### src/rtl/vita49_pkg.sv
// Shared types and constants for the VITA-49 IF data packet framer.
// VITA49_PACK_TRAILER_EN adds the trailer state.
package vita49_pkg;

  typedef enum logic [3:0] {
    StIdle,
    StHdr,
    StSid,
    StTsi,
    StTsfHi,
    StTsfLo,
    StPayload,
    StPad
`ifdef VITA49_PACK_TRAILER_EN
    , StTrailer
`endif
  } state_e;

  localparam logic [3:0] PKT_TYPE_IF_SID = 4'b0001;
  localparam logic [1:0] TSI_UTC         = 2'b01;
  localparam logic [1:0] TSF_RT          = 2'b10;

  localparam int unsigned HDR_WORDS   = 5;
  localparam int unsigned TRL_VDE_BIT = 30;
  localparam int unsigned TRL_VD_BIT  = 18;

  function automatic logic [31:0] trailer_word(input logic pad);
    logic [31:0] w;
    w              = '0;
    w[TRL_VDE_BIT] = 1'b1;
    w[TRL_VD_BIT]  = ~pad;
    return w;
  endfunction

endpackage

### src/rtl/vita49_hdr_word.sv
// Assembles the VITA-49 IF data header word from packet count, size and trailer flag.
module vita49_hdr_word
  import vita49_pkg::*;
(
  input  logic [3:0]  count,
  input  logic [15:0] size,
  input  logic        trailer,
  output logic [31:0] word
);

  assign word = {PKT_TYPE_IF_SID, 1'b0, trailer, 2'b00, TSI_UTC, TSF_RT, count, size};

endmodule

### src/rtl/vita49_pack.sv
// Transmit-side VITA-49 framer: wraps an AXIS sample stream into IF data packets.
// Define VITA49_PACK_TRAILER_EN to append a trailer word to every packet.
module vita49_pack
  import vita49_pkg::*;
#(
  parameter int unsigned C_AXIS_TDATA_NUM_BYTES = 4,
  parameter int unsigned C_PKT_SIZE_W           = 16
) (
  input  logic                    AXIS_ACLK,
  input  logic                    AXIS_ARESET,
  input  logic [31:0]             S_AXIS_TDATA,
  input  logic [3:0]              S_AXIS_TSTRB,
  input  logic                    S_AXIS_TLAST,
  input  logic                    S_AXIS_TVALID,
  output logic                    S_AXIS_TREADY,
  output logic [31:0]             M_AXIS_TDATA,
  output logic [3:0]              M_AXIS_TSTRB,
  output logic                    M_AXIS_TLAST,
  output logic                    M_AXIS_TVALID,
  input  logic                    M_AXIS_TREADY,
  input  logic [31:0]             ctrl,
  input  logic [C_PKT_SIZE_W-1:0] pkt_size,
  input  logic [31:0]             stream_id,
  input  logic [31:0]             tsi,
  input  logic [63:0]             tsf,
  output logic [31:0]             status
);

`ifdef VITA49_PACK_TRAILER_EN
  localparam logic TRAILER = 1'b1;
`else
  localparam logic TRAILER = 1'b0;
`endif
  localparam logic [C_PKT_SIZE_W-1:0] ONE = 1;

  state_e                  state_q;
  logic [C_PKT_SIZE_W-1:0] n_q, word_cnt_q, n_next, cnt_last;
  logic [31:0]             sid_q, tsi_q;
  logic [63:0]             tsf_q;
  logic [3:0]              pkt_cnt_q;
  logic [15:0]             sent_q;
  logic                    sticky_q, pad_evt_q;
  logic [31:0]             out_data_q;
  logic                    out_valid_q, out_last_q;
  logic [15:0]             hdr_size;
  logic [31:0]             hdr_word;
  logic                    m_fire;
  logic                    unused_sig;

  assign unused_sig   = ^{S_AXIS_TSTRB, ctrl[31:3], pad_evt_q};
  assign M_AXIS_TSTRB = {C_AXIS_TDATA_NUM_BYTES{1'b1}};

  assign n_next   = (pkt_size == '0) ? ONE : pkt_size;
  assign cnt_last = n_q - ONE;
  assign hdr_size = 16'(n_next) + 16'(HDR_WORDS) + 16'(TRAILER);

  vita49_hdr_word u_hdr_word (
    .count   (pkt_cnt_q),
    .size    (hdr_size),
    .trailer (TRAILER),
    .word    (hdr_word)
  );

  // Payload words bypass the output registers so the source sees sink back-pressure directly.
  always_comb begin
    if (state_q == StPayload) begin
      M_AXIS_TVALID = S_AXIS_TVALID;
      M_AXIS_TDATA  = S_AXIS_TDATA;
      M_AXIS_TLAST  = ~TRAILER & (word_cnt_q == cnt_last);
      S_AXIS_TREADY = M_AXIS_TREADY;
    end else begin
      M_AXIS_TVALID = out_valid_q;
      M_AXIS_TDATA  = out_data_q;
      M_AXIS_TLAST  = out_last_q;
      S_AXIS_TREADY = 1'b0;
    end
  end

  assign m_fire = M_AXIS_TVALID & M_AXIS_TREADY;
  assign status = {sent_q, 10'b0, pkt_cnt_q, sticky_q, state_q != StIdle};

  always_ff @(posedge AXIS_ACLK) begin
    if (AXIS_ARESET || ctrl[1]) begin
      state_q     <= StIdle;
      n_q         <= ONE;
      word_cnt_q  <= '0;
      sid_q       <= '0;
      tsi_q       <= '0;
      tsf_q       <= '0;
      pkt_cnt_q   <= '0;
      sent_q      <= '0;
      sticky_q    <= 1'b0;
      pad_evt_q   <= 1'b0;
      out_data_q  <= '0;
      out_valid_q <= 1'b0;
      out_last_q  <= 1'b0;
    end else begin
      // A pad event later in this block overrides the clear.
      if (ctrl[2]) sticky_q <= 1'b0;
      unique case (state_q)
        StIdle: begin
          if (ctrl[0] && S_AXIS_TVALID) begin
            state_q     <= StHdr;
            n_q         <= n_next;
            sid_q       <= stream_id;
            tsi_q       <= tsi;
            tsf_q       <= tsf;
            word_cnt_q  <= '0;
            pad_evt_q   <= 1'b0;
            out_data_q  <= hdr_word;
            out_valid_q <= 1'b1;
            out_last_q  <= 1'b0;
          end
        end
        StHdr: if (M_AXIS_TREADY) begin
          state_q    <= StSid;
          out_data_q <= sid_q;
        end
        StSid: if (M_AXIS_TREADY) begin
          state_q    <= StTsi;
          out_data_q <= tsi_q;
        end
        StTsi: if (M_AXIS_TREADY) begin
          state_q    <= StTsfHi;
          out_data_q <= tsf_q[63:32];
        end
        StTsfHi: if (M_AXIS_TREADY) begin
          state_q    <= StTsfLo;
          out_data_q <= tsf_q[31:0];
        end
        StTsfLo: if (M_AXIS_TREADY) begin
          state_q     <= StPayload;
          out_data_q  <= '0;
          out_valid_q <= 1'b0;
        end
        StPayload: begin
          if (m_fire) begin
            word_cnt_q <= word_cnt_q + ONE;
            if (word_cnt_q == cnt_last) begin
`ifdef VITA49_PACK_TRAILER_EN
              state_q     <= StTrailer;
              out_data_q  <= trailer_word(pad_evt_q);
              out_valid_q <= 1'b1;
              out_last_q  <= 1'b1;
`else
              state_q   <= StIdle;
              pkt_cnt_q <= pkt_cnt_q + 4'd1;
              sent_q    <= sent_q + 16'd1;
`endif
            end else if (S_AXIS_TLAST) begin
              state_q     <= StPad;
              out_data_q  <= '0;
              out_valid_q <= 1'b1;
              out_last_q  <= ~TRAILER & ((word_cnt_q + ONE) == cnt_last);
              sticky_q    <= 1'b1;
              pad_evt_q   <= 1'b1;
            end
          end
        end
        StPad: if (M_AXIS_TREADY) begin
          word_cnt_q <= word_cnt_q + ONE;
          if (word_cnt_q == cnt_last) begin
`ifdef VITA49_PACK_TRAILER_EN
            state_q    <= StTrailer;
            out_data_q <= trailer_word(1'b1);
            out_last_q <= 1'b1;
`else
            state_q     <= StIdle;
            out_valid_q <= 1'b0;
            out_last_q  <= 1'b0;
            pkt_cnt_q   <= pkt_cnt_q + 4'd1;
            sent_q      <= sent_q + 16'd1;
`endif
          end else begin
            out_last_q <= ~TRAILER & ((word_cnt_q + ONE) == cnt_last);
          end
        end
`ifdef VITA49_PACK_TRAILER_EN
        StTrailer: if (M_AXIS_TREADY) begin
          state_q     <= StIdle;
          out_data_q  <= '0;
          out_valid_q <= 1'b0;
          out_last_q  <= 1'b0;
          pkt_cnt_q   <= pkt_cnt_q + 4'd1;
          sent_q      <= sent_q + 16'd1;
        end
`endif
        default: state_q <= StIdle;
      endcase
    end
  end

endmodule

### config.mk
export PLATFORM = sky130hd
export DESIGN_NAME = vita49_pack
export DESIGN_NICKNAME = d
export VERILOG_FILES = /design/src/rtl/vita49_pkg.sv /design/src/rtl/vita49_hdr_word.sv /design/src/rtl/vita49_pack.sv
export SDC_FILE = /design/constraint.sdc
export NUM_CORES = 1
export LEC_CHECK = 0
export CORE_UTILIZATION = 53
export DETAILED_ROUTE_END_ITERATION = 10
export HOLD_SLACK_MARGIN = 0.1
export PLACE_DENSITY = 0.86
export SYNTH_ARGS = -nofsm -noshare
export SYNTH_HDL_FRONTEND = slang
export SYNTH_SLANG_ARGS = --single-unit
### constraint.sdc
create_clock -name AXIS_ACLK -period 8.4 [get_ports AXIS_ACLK]
set_input_delay 0.84 -clock AXIS_ACLK [delete_from_list [all_inputs] [get_ports AXIS_ACLK]]
set_output_delay 0.84 -clock AXIS_ACLK [all_outputs]
set_load 0.05 [all_outputs]
Word level (Yosys, flattened, before mapping)

Cells that the tools add are included.

Bitwise operators: 1
Equal/unequal tests: 21
$add $sub $neg: 5
Muxes and demuxes: 59
Reductions and logical operators: 16

Operators by type and width:

| cell                                                                  | count |
|---|---|
| 32-bit 2-to-1 mux                                                     | 10 |
| 32-bit case mux with 7 select lines                                   | 1 |
| 16-bit 2-to-1 mux                                                     | 7 |
| 4-bit 2-to-1 mux                                                      | 14 |
| 16-bit case mux with 3 select lines                                   | 1 |
| 16-bit by 1-bit adder with 16-bit output, second input constant       | 2 |
| 16-bit equality test                                                  | 2 |
| 16-bit case mux with 2 select lines                                   | 1 |
| 4-bit case mux with 8 select lines                                    | 1 |
| 2-bit != test, second input constant                                  | 11 |
| 1-bit 2-to-1 mux                                                      | 21 |
| 10-bit AND reduction                                                  | 2 |
| 16-bit by 3-bit adder with 16-bit output, second input constant       | 1 |
| 4-bit by 3-bit equality test with 1-bit output, second input constant | 4 |
| 16-bit zero test                                                      | 1 |
| 16-bit by 1-bit subtractor with 16-bit output, second input constant  | 1 |
| 4-bit by 2-bit equality test with 1-bit output, second input constant | 2 |
| 4-bit case mux with 2 select lines                                    | 1 |
| 8-bit AND reduction                                                   | 1 |
| 4-bit nonzero test                                                    | 2 |
| 7-bit nonzero test                                                    | 1 |
| 6-bit AND reduction                                                   | 1 |
| 4-bit by 1-bit adder with 4-bit output, second input constant         | 1 |
| 4-bit by 1-bit equality test with 1-bit output, second input constant | 1 |
| 12 further kinds                                                      | 12 |

Logic and storage cells: 114
Input port bits: 217
Bits in registers: 219
Output and inout bits: 71

Logic depth before layout (Yosys ltp)

Word-level depth: 6
Gate-level depth with buffers: 13
Gate-level depth less buffers: 10

Cells and area by module

From an unflattened synthesis, not the netlist that was laid out.

Cell total of the unflattened synthesis: 1,499
Area, all modules: 10,965.5 um^2

Modules (own cells, without submodules):

| module          | cells each | area an instance (um^2) | times used | sequential area each (um^2) |
|---|---|---|---|---|
| vita49_pack     | 1,465      | 10,717.8                | 1          | 4,364.2 |
| vita49_hdr_word | 34         | 247.7                   | 1          | 0.0 |

Worst setup path after synthesis

No wires, ideal clock.

Kind: register to output
Start: reg n_q[0]
End: out M_AXIS_TLAST
Cell stages (with the launch flop): 11
Setup slack: 4.920 ns
Required time: 7.560 ns
Arrival time: 2.640 ns
Buffers on the path: 1
Cells stage by stage: dfxtp_1 clkbuf_1 inv_1 ha_1 or3b_2 or3_4 o31ai_1 o2111a_2 nand4_4 nor2_1 a21o_1

Word-level cells in the longest chain between the ends: 3

Ends and longest elaborated chain:

| item                                          | line               | RTL |
|---|---|---|
| from (decl)                                   | vita49_pack.sv:37  | `logic [C_PKT_SIZE_W-1:0] n_q, word_cnt_q, n_next, cnt_last;` |
| from (signal assigned)                        | vita49_pack.sv:104 | `n_q <= n_next;` |
| 16-bit by 1-bit subtractor with 16-bit output | vita49_pack.sv:54  | `assign cnt_last = n_q - ONE;` |
| 16-bit equality test                          | vita49_pack.sv:69  | `M_AXIS_TLAST = ~TRAILER & (word_cnt_q == cnt_last);` |
| 1-bit 2-to-1 mux                              | vita49_pack.sv:66  | `if (state_q == StPayload) begin` |
| to (decl)                                     | vita49_pack.sv:18  | `output logic M_AXIS_TLAST,` |

No other way between the ends.

Worst setup path in the final report

Same ends and word-level chain as after synthesis.

==> metrics.txt <==
status finished, final reports clean; maximum number of pins on one net before global-route repair 100; area used by multi-input combinational logic 0.00604 mm^2; cells after synthesis 1,446; post-layout instance area 0.0140 mm^2; critical-path maximum fanout 7; number of enable flip-flop cells after synthesis 0; fill cell count 1,638; post-layout util 69.3%; # port buffers 240; via total after detailed routing 11,032; clock buffer count from CTS 23; count of placed standard cells including taps 1,853; antenna violations before repair 2; worst max-slew margin expressed relative to the limit 27.8%; type of element launching the critical path flip-flop; sequential standard cell area 0.00436 mm^2; HPWL Detailed 22,600 um; placed standard-cell area 0.0133 mm^2; Die Height 146 um; Worst Clk Skew 15.8 ps; number of optimization iterations in the first detailed-route pass 5; sequential element share of the synthesized area 39.8%; total of warnings raised by yosys 0; Post-synth top flop sky130_fd_sc_hd__dfxtp_1; total leakage power 0.00487 uW; layout-stage area growth over the synthesis result 27.8%; Final Net Count 1,829; global-route wire length before repair 51,200 um; worst endpoint data arrival time 4140 ps; total of hold buffers inserted after clock tree synthesis 0; max_cap viols 0; minimum setup slack among reg-to-reg paths 4310 ps; Remaining Overflow, GRT 0; max-slew violation count 0; antenna-violating nets left 0; unique cell type count in the Yosys netlist 67; post-CTS setup buffer count 0; Longest Clk Path Bufs 3; placer's final routability congestion estimate 0.939; initial detailed-routing violation count 1,340; Final Instance Count excl. Fillers 1,896; summed instance area of the synthesized netlist 0.0110 mm^2; timing-limited maximum frequency 201 MHz; TritonCTS clock tree done; share of the synthesized area in compound gates (AO/OA/AOI/OAI) 20.0%; ys async rst share 0%; Total Routed Length 32,800 um; critical path data required time 7560 ps; starting density of the core 54.2%; main combinational cell family by area after synthesis simple AND/OR/NAND/NOR gates; via density per instance 5.82; critical path capture point type primary output; clock tree sinks 218; largest voltage drop on the vdd net 147 uV; clock transition at the register clock pins on the worst setup and hold paths after CTS 60 ps; power density over the cells 166 mW/mm^2; number of register bits inferred by synthesis 218; core region area 0.0202 mm^2; fraction of final layout cells with drive strength greater than 1 6.28%; number of instances resized during post-cts repair 0; routed wire length per instance 17.3 um; clock tree root driver cell sky130_fd_sc_hd__clkbuf_16; Final period util 59.3%; Mapped Avg Cell Area 7.59 um^2; basic-gate share of the synthesized area counting and, or, nand and nor cells 24.5%; count of H-tree levels built during CTS 1; number of failing hold endpoints at the final stage 0; GRT Util Overall 29.7%; slew at the pin with the worst max-slew slack 1080 ps; fin crit period 4980 ps; Hold Path Class reg2reg; endpoints failing setup 0; IO Count 288; number of global-route vias before repair 10,065; xor/xnor cell area share of the yosys netlist 4.23%; clock insertion delay at the later pin of the skew report 510 ps; DRC Markers 0; multiplexer fraction of the synthesized cell area 5.12%; number of placement rows 52; final total negative setup slack 0 ps; Setup CP Type reg2out; chip width 146 um; arithmetic-cell share of the synthesized area counting full adders, half adders and majority gates 0.456%; RSZ-0062 raised after global routing false; total die area 0.0213 mm^2
-- stage by stage --
step / setup slack [ps] / hold slack, ps / power, uW
after detailed placement: 3970 / 444 / 1380
final: 3420 / 453 / 2330
after global placement: 4020 / 439 / 1380
after floorplan: 4920 / 428 / 1250
after global routing: 3270 / 468 / 2400
after CTS: 3450 / 453 / 2330
-- registers in the layout, summed over array words and instances, names as in the netlist, 3 cells and up --
register    count
tsf_q          64
out_data_q     32
sid_q          32
tsi_q          32
n_q            16
sent_q         16
word_cnt_q     16
pkt_cnt_q       4
state_q         3
-- area by class of cell --
cell class              instances  share of cell area [%]
clock buffers                  33                    4.52
flip-flops and latches        218                    31.1
multi-input cells            1096                    43.1
inverters                      15                   0.402
well taps                     270                    2.41
repair buffers                254                    17.9
clock inverters                 8                   0.536
diodes                          2                  0.0357
-- placed cells by master (no fill, tap or decap), types with 5 or more instances in the layout --
cell	count
sky130_fd_sc_hd__nand2_1	384
sky130_fd_sc_hd__clkdlybuf4s50_1	240
sky130_fd_sc_hd__dfxtp_1	218
sky130_fd_sc_hd__a21oi_1	203
sky130_fd_sc_hd__nor2_1	62
sky130_fd_sc_hd__o21ai_0	51
sky130_fd_sc_hd__xnor2_1	39
sky130_fd_sc_hd__a22oi_1	39
sky130_fd_sc_hd__mux2_2	33
sky130_fd_sc_hd__or3_1	25
sky130_fd_sc_hd__clkbuf_16	23
sky130_fd_sc_hd__nand3_1	21
sky130_fd_sc_hd__nor3_1	20
sky130_fd_sc_hd__mux2i_1	19
sky130_fd_sc_hd__nand4_1	18
sky130_fd_sc_hd__inv_1	15
sky130_fd_sc_hd__xor2_1	14
sky130_fd_sc_hd__conb_1	14
sky130_fd_sc_hd__buf_4	14
sky130_fd_sc_hd__nor4_1	13
sky130_fd_sc_hd__a21o_1	10
sky130_fd_sc_hd__and3_1	9
sky130_fd_sc_hd__and4_1	8
sky130_fd_sc_hd__clkbuf_1	8
sky130_fd_sc_hd__a31oi_1	7
sky130_fd_sc_hd__nor2b_1	7
sky130_fd_sc_hd__nand2b_1	7
sky130_fd_sc_hd__o211ai_1	7
sky130_fd_sc_hd__a211o_1	6
sky130_fd_sc_hd__a221oi_1	5
sky130_fd_sc_hd__a31o_2	5
-- logic make-up after synthesis --
group           after synthesis
buf+inv                     144
xor+xnor                     53
mux                          52
simple gates                603
fa+ha+maj                     4
flops                       218
compound gates              370
other cells                   2
-- synth_stat cells, types with 4 or more instances --
| master | number | area share [%] |
|---|---|---|
| sky130_fd_sc_hd__a211o_1 | 6 | 0.48 |
| sky130_fd_sc_hd__a21o_1 | 10 | 0.68 |
| sky130_fd_sc_hd__a21oi_1 | 203 | 9.3 |
| sky130_fd_sc_hd__a221oi_1 | 5 | 0.40 |
| sky130_fd_sc_hd__a22oi_1 | 39 | 2.7 |
| sky130_fd_sc_hd__a31o_1 | 4 | 0.32 |
| sky130_fd_sc_hd__a31o_2 | 5 | 0.40 |
| sky130_fd_sc_hd__a31oi_1 | 7 | 0.40 |
| sky130_fd_sc_hd__and2_1 | 4 | 0.23 |
| sky130_fd_sc_hd__and3_1 | 10 | 0.57 |
| sky130_fd_sc_hd__and4_1 | 8 | 0.64 |
| sky130_fd_sc_hd__buf_4 | 19 | 1.3 |
| sky130_fd_sc_hd__buf_6 | 4 | 0.41 |
| sky130_fd_sc_hd__clkbuf_1 | 102 | 3.5 |
| sky130_fd_sc_hd__dfxtp_1 | 218 | 40 |
| sky130_fd_sc_hd__ha_1 | 4 | 0.46 |
| sky130_fd_sc_hd__inv_1 | 15 | 0.51 |
| sky130_fd_sc_hd__mux2_2 | 33 | 3.4 |
| sky130_fd_sc_hd__mux2i_1 | 19 | 1.7 |
| sky130_fd_sc_hd__nand2_1 | 385 | 13 |
| sky130_fd_sc_hd__nand2b_1 | 7 | 0.40 |
| sky130_fd_sc_hd__nand3_1 | 22 | 1.0 |
| sky130_fd_sc_hd__nand4_1 | 18 | 1.0 |
| sky130_fd_sc_hd__nor2_1 | 62 | 2.1 |
| sky130_fd_sc_hd__nor2b_1 | 7 | 0.40 |
| sky130_fd_sc_hd__nor3_1 | 22 | 1.0 |
| sky130_fd_sc_hd__nor4_1 | 13 | 0.74 |
| sky130_fd_sc_hd__o211ai_1 | 7 | 0.48 |
| sky130_fd_sc_hd__o21ai_0 | 51 | 2.3 |
| sky130_fd_sc_hd__o22ai_1 | 4 | 0.23 |
| sky130_fd_sc_hd__o311ai_0 | 4 | 0.32 |
| sky130_fd_sc_hd__or3_1 | 25 | 1.4 |
| sky130_fd_sc_hd__xnor2_1 | 39 | 3.1 |
| sky130_fd_sc_hd__xor2_1 | 14 | 1.1 |
-- critical path, cell delays in order, from the launching register on --
cell and delay [ps]:
sky130_fd_sc_hd__dfxtp_1 370, sky130_fd_sc_hd__inv_1 80, sky130_fd_sc_hd__ha_1 180, sky130_fd_sc_hd__nor3b_1 670, sky130_fd_sc_hd__xnor2_1 220, sky130_fd_sc_hd__nor4_1 460
sky130_fd_sc_hd__o2111a_2 350, sky130_fd_sc_hd__nand4_4 210, sky130_fd_sc_hd__nor2_1 190, sky130_fd_sc_hd__a21o_1 100, sky130_fd_sc_hd__clkdlybuf4s50_1 790
-- power by group --
part / switching [uW] / total, uW / internal (uW)
Combinational: 166 / 299 / 132
Sequential: 13.9 / 1070 / 1050
Clock: 409 / 966 / 557
Total: 589 / 2330 / 1740
-- path summary, 6_finish.rpt --
check | from | to | cells past startpoint
max | n_q[0] | M_AXIS_TLAST | 10
min | tsf_q[39] | tsf_q[39] | 2
max reg2reg | state_q[0] | out_data_q[0] | 7
min reg2reg | tsf_q[39] | tsf_q[39] | 2
-- per-layer routing --
metal  global-route usage (%)  wire [um]  vias up
li1                         -          -     5291
met1                     40.3      13700     5174
met2                     48.9      15300      510
met3                     4.61       2930       57
met4                     8.21        789        0
met5                        0          0        -
(Power assumes the default switching activity.)
